===== src/rtl/reservation_station.sv =====
// rtl/reservation_station.sv - reservation station with CDB wakeup and a registered ALU dispatch stage
// Define RS_OLDEST_FIRST_EN to dispatch the oldest ready entry instead of the lowest-index one.
module reservation_station #(
  parameter int RS_SIZE = 8
) (
  input  logic                      clk,
  input  logic                      rst,
  input  logic                      rdy,
  input  logic                      clr,
  input  logic                      issue_valid,
  input  logic [31:0]               issue_rd,
  input  logic [31:0]               issue_vj,
  input  logic [31:0]               issue_vk,
  input  logic [31:0]               issue_qj,
  input  logic [31:0]               issue_qk,
  input  logic [31:0]               issue_imm,
  input  logic [31:0]               issue_tag,
  input  logic [16:0]               issue_name,
  output logic                      full,
  output logic [$clog2(RS_SIZE):0]  occupancy,
  input  logic                      cdb_valid,
  input  logic [31:0]               cdb_tag,
  input  logic [31:0]               cdb_value,
  output logic                      alu_valid,
  output logic [16:0]               alu_name,
  output logic [31:0]               alu_vj,
  output logic [31:0]               alu_vk,
  output logic [31:0]               alu_imm,
  output logic [31:0]               alu_rd,
  output logic [31:0]               alu_tag,
  input  logic                      alu_ready
);
  localparam int IW = $clog2(RS_SIZE);
  localparam int CW = IW + 1;

  logic [RS_SIZE-1:0] busy;
  logic [16:0]        e_name [RS_SIZE];
  logic [31:0]        e_vj   [RS_SIZE];
  logic [31:0]        e_vk   [RS_SIZE];
  logic [31:0]        e_qj   [RS_SIZE];
  logic [31:0]        e_qk   [RS_SIZE];
  logic [31:0]        e_imm  [RS_SIZE];
  logic [31:0]        e_rd   [RS_SIZE];
  logic [31:0]        e_tag  [RS_SIZE];

  logic [RS_SIZE-1:0] ready;
  logic [RS_SIZE-1:0] wake_j;
  logic [RS_SIZE-1:0] wake_k;
  logic [IW-1:0]      free_idx;
  logic [IW-1:0]      sel_idx;
  logic               sel_found;
  logic               flush;
  logic               load;
  logic               dispatch;
  logic               accept;
  logic               iss_wake_j;
  logic               iss_wake_k;

`ifdef RS_OLDEST_FIRST_EN
  logic [IW-1:0]      e_age [RS_SIZE];
  logic [IW-1:0]      best_age;
  logic [IW-1:0]      sel_age;
`endif

  always_comb begin
    occupancy = '0;
    ready     = '0;
    wake_j    = '0;
    wake_k    = '0;
    for (int i = 0; i < RS_SIZE; i++) begin
      occupancy = occupancy + CW'(busy[i]);
      ready[i]  = busy[i] && (e_qj[i] == '0) && (e_qk[i] == '0);
      wake_j[i] = busy[i] && cdb_valid && (cdb_tag != '0) && (e_qj[i] == cdb_tag);
      wake_k[i] = busy[i] && cdb_valid && (cdb_tag != '0) && (e_qk[i] == cdb_tag);
    end
  end

  assign full       = (occupancy == CW'(RS_SIZE));
  assign flush      = rst || (rdy && clr);
  assign load       = !alu_valid || alu_ready;
  assign dispatch   = load && sel_found;
  assign accept     = issue_valid && !full;
  assign iss_wake_j = cdb_valid && (cdb_tag != '0) && (issue_qj == cdb_tag);
  assign iss_wake_k = cdb_valid && (cdb_tag != '0) && (issue_qk == cdb_tag);

  // Slot choice uses pre-edge busy bits, so a slot freed by dispatch is never reused on that edge.
  always_comb begin
    free_idx = '0;
    for (int i = RS_SIZE - 1; i >= 0; i--)
      if (!busy[i]) free_idx = IW'(i);
  end

  always_comb begin
    sel_found = 1'b0;
    sel_idx   = '0;
`ifdef RS_OLDEST_FIRST_EN
    best_age  = '0;
    for (int i = 0; i < RS_SIZE; i++) begin
      if (ready[i] && (!sel_found || (e_age[i] > best_age))) begin
        sel_found = 1'b1;
        sel_idx   = IW'(i);
        best_age  = e_age[i];
      end
    end
`else
    for (int i = RS_SIZE - 1; i >= 0; i--) begin
      if (ready[i]) begin
        sel_found = 1'b1;
        sel_idx   = IW'(i);
      end
    end
`endif
  end

  always_ff @(posedge clk) begin
    if (flush) begin
      busy      <= '0;
      alu_valid <= 1'b0;
      alu_name  <= '0;
      alu_vj    <= '0;
      alu_vk    <= '0;
      alu_imm   <= '0;
      alu_rd    <= '0;
      alu_tag   <= '0;
    end else if (rdy) begin
      if (load) begin
        alu_valid <= sel_found;
        if (sel_found) begin
          alu_name <= e_name[sel_idx];
          alu_vj   <= e_vj[sel_idx];
          alu_vk   <= e_vk[sel_idx];
          alu_imm  <= e_imm[sel_idx];
          alu_rd   <= e_rd[sel_idx];
          alu_tag  <= e_tag[sel_idx];
        end
      end
      if (dispatch) busy[sel_idx] <= 1'b0;
      if (accept) busy[free_idx] <= 1'b1;
    end
  end

  // Entry payload needs no reset: it is only observed while the busy bit is set.
  always_ff @(posedge clk) begin
    if (rdy && !flush) begin
      for (int i = 0; i < RS_SIZE; i++) begin
        if (wake_j[i]) begin
          e_vj[i] <= cdb_value;
          e_qj[i] <= '0;
        end
        if (wake_k[i]) begin
          e_vk[i] <= cdb_value;
          e_qk[i] <= '0;
        end
      end
      if (accept) begin
        e_name[free_idx] <= issue_name;
        e_vj[free_idx]   <= iss_wake_j ? cdb_value : issue_vj;
        e_qj[free_idx]   <= iss_wake_j ? '0 : issue_qj;
        e_vk[free_idx]   <= iss_wake_k ? cdb_value : issue_vk;
        e_qk[free_idx]   <= iss_wake_k ? '0 : issue_qk;
        e_imm[free_idx]  <= issue_imm;
        e_rd[free_idx]   <= issue_rd;
        e_tag[free_idx]  <= issue_tag;
      end
    end
  end

`ifdef RS_OLDEST_FIRST_EN
  assign sel_age = e_age[sel_idx];

  // Ages stay a dense permutation of 0..occupancy-1; the largest is the oldest.
  always_ff @(posedge clk) begin
    if (flush) begin
      for (int i = 0; i < RS_SIZE; i++) e_age[i] <= '0;
    end else if (rdy) begin
      for (int i = 0; i < RS_SIZE; i++)
        if (busy[i])
          e_age[i] <= e_age[i] + IW'(accept) - IW'(dispatch && (e_age[i] > sel_age));
      if (accept) e_age[free_idx] <= '0;
    end
  end
`endif

endmodule

===== config.mk =====
export PLATFORM = sky130hd
export DESIGN_NAME = reservation_station
export DESIGN_NICKNAME = d
export VERILOG_FILES = /design/src/rtl/reservation_station.sv
export SDC_FILE = /design/constraint.sdc
export NUM_CORES = 2
export LEC_CHECK = 0
export BUFFER_PORTS_ARGS = -buffer_cell sky130_fd_sc_hd__buf_2
export CAP_MARGIN = 15
export CORE_ASPECT_RATIO = 0.8
export CORE_UTILIZATION = 45
export CTS_BUF_LIST = sky130_fd_sc_hd__clkbuf_4 sky130_fd_sc_hd__clkbuf_8 sky130_fd_sc_hd__clkbuf_16
export DETAILED_ROUTE_END_ITERATION = 16
export GPL_TIMING_DRIVEN = 0
export MAX_ROUTING_LAYER = met4
export SYNTH_ARGS = -nofsm -noshare
export SYNTH_HDL_FRONTEND = slang
export SYNTH_SLANG_ARGS = --single-unit

===== constraint.sdc =====
create_clock -name clk -period 21.2 [get_ports clk]
set_clock_uncertainty 0.2 [all_clocks]
set_input_delay 4.24 -clock clk [delete_from_list [all_inputs] [get_ports clk]]
set_output_delay 4.24 -clock clk [all_outputs]
set_load 0.03 [all_outputs]

==> flow_summary.toml <==
[logic_synthesis]
synth_mux_area_share_pct = 6.47
syn-num-nets = 6297
syn_area_um2 = 89100
synthSimpleGateAreaFrac_pct = 7.67
ys_seq_area_share_pct = 69.2
yosys_warnings = 0
synth_edf_count = 1928
synth_top_family_by_area = "compound AO/OA/AOI/OAI gates"
synthAdderAreaFrac_pct = 0.132
postSynthCellCount = 5978
synth_compound_area_share_pct = 8.62
synthArstFlopShare_pct = 0
synth_seq_cells = 2114
synth_cell_types = 63
synthXorXnorAreaFrac_pct = 5.67
synth-main-ff-cell = "edfxtp_1"
syn_avg_cell_area_um2 = 14.9

[min_path]
hold_path_class = "flip-flop to flip-flop"

[routing]
avgViaCountPerCell = 6.42
ant_nets = 0
drt_pass1_iterations = 13
drt_iter0_drc = 11415
finalWirelength_um = 343000
route.detailed.wl_per_inst_um = 35.9
drc_errors = 0
vias = 61414

[critical_path]
cp.required_ns = 16.76
critical_path_class = "flip-flop to primary output"
r2r_setup_slack_ns = 12.96
critPathMaxFanout = 8
worst_ep_arrival_time_ns = 4.77
end_kind = "primary output"
startpoint_type = "flip-flop"

[clocking]
clock_path_buffers = 3
post_cts_buffers = 0
cts_resized = 0
root_buffer = "clkbuf_16"
htree_levels = 4
cts_buffers = 206
cts_sinks = 2114
path_clk_slew_ns = 0.06
hold_buffers = 0
cts_tree = "done"
clkLatencyLatePin_ns = 0.89

[timing]
finalSetupViolCount = 0
hold_ws_ns = 0.266
slew_viol_final = 0
fmax_mhz = 109
fin_ws_ns = 11.99
relSlewSlack_pct = 2.21
period_needed_ns = 9.21
rsz0062_at_grt = "false"
worstMarginPinSlew_ns = 1.47
finalHoldViolCount = 0
fin_tns_setup_ns = 0
finalCritPeriodShare_pct = 43.5

[global_routing]
grt_antenna_before_repair = 113
grt_pass1_vias = 57100
grt_overflow_total = 0
grt_max_degree = 82
grt_use_total_pct = 34.6
grt_pass1_wl_um = 462000

[power]
p_sw_share_pct = 22.3
p_clk_share_pct = 43.3
ir_drop_v = 0.0000967
switchingPower_mw = 1.93
p_per_area_nw_per_um2 = 83.3
seqPwrFrac_pct = 52.4
p_int_mw = 6.74
pwr-share-comb_pct = 4.3
p_leak_nw = 36.2

[run_status]
status = "finished, final reports clean"

[place]
portBuffers = 462
finalWeightedCongestion = 1.01
placedCellCount = 9119
dp_hpwl_um = 233000
dpl-instance-area_um2 = 97000
post-place-ws_ns = 11.96

[floorplan]
die-height_um = 400
row_count = 145
die_area_um2 = 200000
start_util_pct = 45.5
fp.coreArea_um2 = 196000
die_w_um = 499
ioPinCount = 495

[final_layout]
syn2layout_area_growth_pct = 16.9
drive_gt1_share_pct = 25.9
fin_area_um2 = 104000
stdcell_count = 9570
fin_nets = 7077

[job]
drv_cap = 0
critical path, cell delays in order, from the launching register on:
cell,delay [ns]
dfxtp_1,0.92
fa_1,0.55
inv_1,0.08
fa_1,0.43
fa_1,0.51
inv_1,0.09
ha_1,0.23
fa_1,0.53
nor2_1,0.12
and4b_1,0.23
buf_2,0.21
worst paths after layout:
kind                            from                      end  cells past startpoint
max             busy[3]$_SDFFE_PP0P_                     full                     10
min          alu_tag[9]$_SDFFE_PP0P_  alu_tag[9]$_SDFFE_PP0P_                      2
max reg2reg     busy[3]$_SDFFE_PP0P_    e_vj[6][27]$_DFFE_PP_                     16
min reg2reg  alu_tag[9]$_SDFFE_PP0P_  alu_tag[9]$_SDFFE_PP0P_                      2
cells in the mapped netlist, types with 3 or more instances:
library cell / number / area share [%]
a31o_2: 156 / 1.5
buf_2: 137 / 0.77
mux2_1: 17 / 0.21
clkbuf_1: 240 / 1.0
and4b_1: 3 / 0.034
nor4_1: 268 / 1.9
nor3_1: 13 / 0.073
nor4b_1: 8 / 0.079
ha_1: 3 / 0.042
and2_1: 260 / 1.8
o211ai_1: 26 / 0.22
a222oi_1: 354 / 4.0
buf_6: 10 / 0.13
buf_4: 13 / 0.11
a21boi_0: 27 / 0.23
and3_1: 13 / 0.091
nand4_1: 61 / 0.43
o31ai_1: 16 / 0.13
nand3_1: 9 / 0.051
edfxtp_1: 1928 / 65
o21ai_0: 155 / 0.87
nor2_2: 6 / 0.042
mux2_2: 495 / 6.3
buf_1: 38 / 0.16
a32oi_1: 8 / 0.079
inv_1: 19 / 0.080
a31oi_1: 152 / 1.1
dfxtp_1: 186 / 4.2
o21a_1: 3 / 0.025
and3b_1: 3 / 0.030
xor2_1: 577 / 5.7
nand2_1: 427 / 1.8
a211o_1: 27 / 0.27
fa_1: 4 / 0.090
nor2_1: 282 / 1.2
power groups by stage:
| stage | Clock [mW] | Sequential (mW) | Combinational (mW) |
|---|---|---|---|
| final | 3.76 | 4.55 | 0.372 |
| after global routing | 3.92 | 4.55 | 0.377 |
| after CTS | 3.77 | 4.55 | 0.355 |
| after floorplan | 0 | 4.64 | 0.150 |
| after global placement | 0 | 4.64 | 0.337 |
| after detailed placement | 0 | 4.64 | 0.353 |
state kept, by name (all words and copies together), names as in the netlist:
signal     flops
busy           8
e_imm        256
e_qk         256
alu_imm       32
e_qj         256
alu_name      17
alu_vk        32
e_name       136
e_tag        256
alu_valid      1
e_vk         256
alu_rd        32
e_vj         256
alu_vj        32
alu_tag       32
e_rd         256
layout by cell type (no fill, tap or decap), types with 152 or more instances in the layout:
cell type  Yosys  layout
clkbuf_1     240     239
dfxtp_1      186     186
xor2_1       577     577
edfxtp_1    1928    1928
nor2_1       282     280
mux2_2       495     495
clkbuf_16      0     206
a222oi_1     354     354
nor4_1       268     268
buf_2        137     625
nand2_1      427     427
a31o_2       156     156
o21ai_0      155     155
and2_1       260     260
a31oi_1      152     152
cells by family (layout without fill, tap and decap cells):
logic type / after synthesis / count (layout)
compound gates: 944 / 944
xor+xnor: 577 / 577
fa+ha+maj: 7 / 7
buf+inv: 457 / 1410
flops: 2114 / 2114
mux: 512 / 512
other cells: 0 / 67
simple gates: 1367 / 1367
stage by stage:
stage	total power [mW]	util, %
2_1_floorplan	4.79	-
3_3_place_gp	4.98	48.3
3_5_place_dp	4.99	49.5
4_1_cts	8.67	53.0
5_1_grt	8.84	53.1
6_report	8.68	53.1
layout make-up:
cell class | count | area [um^2]
fill | 16368 | 91800
sequential | 2114 | 61600
multi-input combinational | 3407 | 25700
clock buffer | 289 | 5930
timing repair buffer | 572 | 4370
tap | 2572 | 3220
buffer | 438 | 1970
clock inverter | 92 | 1050
antenna | 67 | 168
inverter | 19 | 131
per-layer routing:
metal / GRT usage [%] / vias to the layer above / share of wire, %
met2: 47.4 / 4390 / 42
met4: 13.8 / 0 / 4.6
met5: - / - / 0
li1: - / 25148 / -
met3: 11.4 / 662 / 14
met1: 47.0 / 31214 / 39
Power figures use the tool's default switching activity.
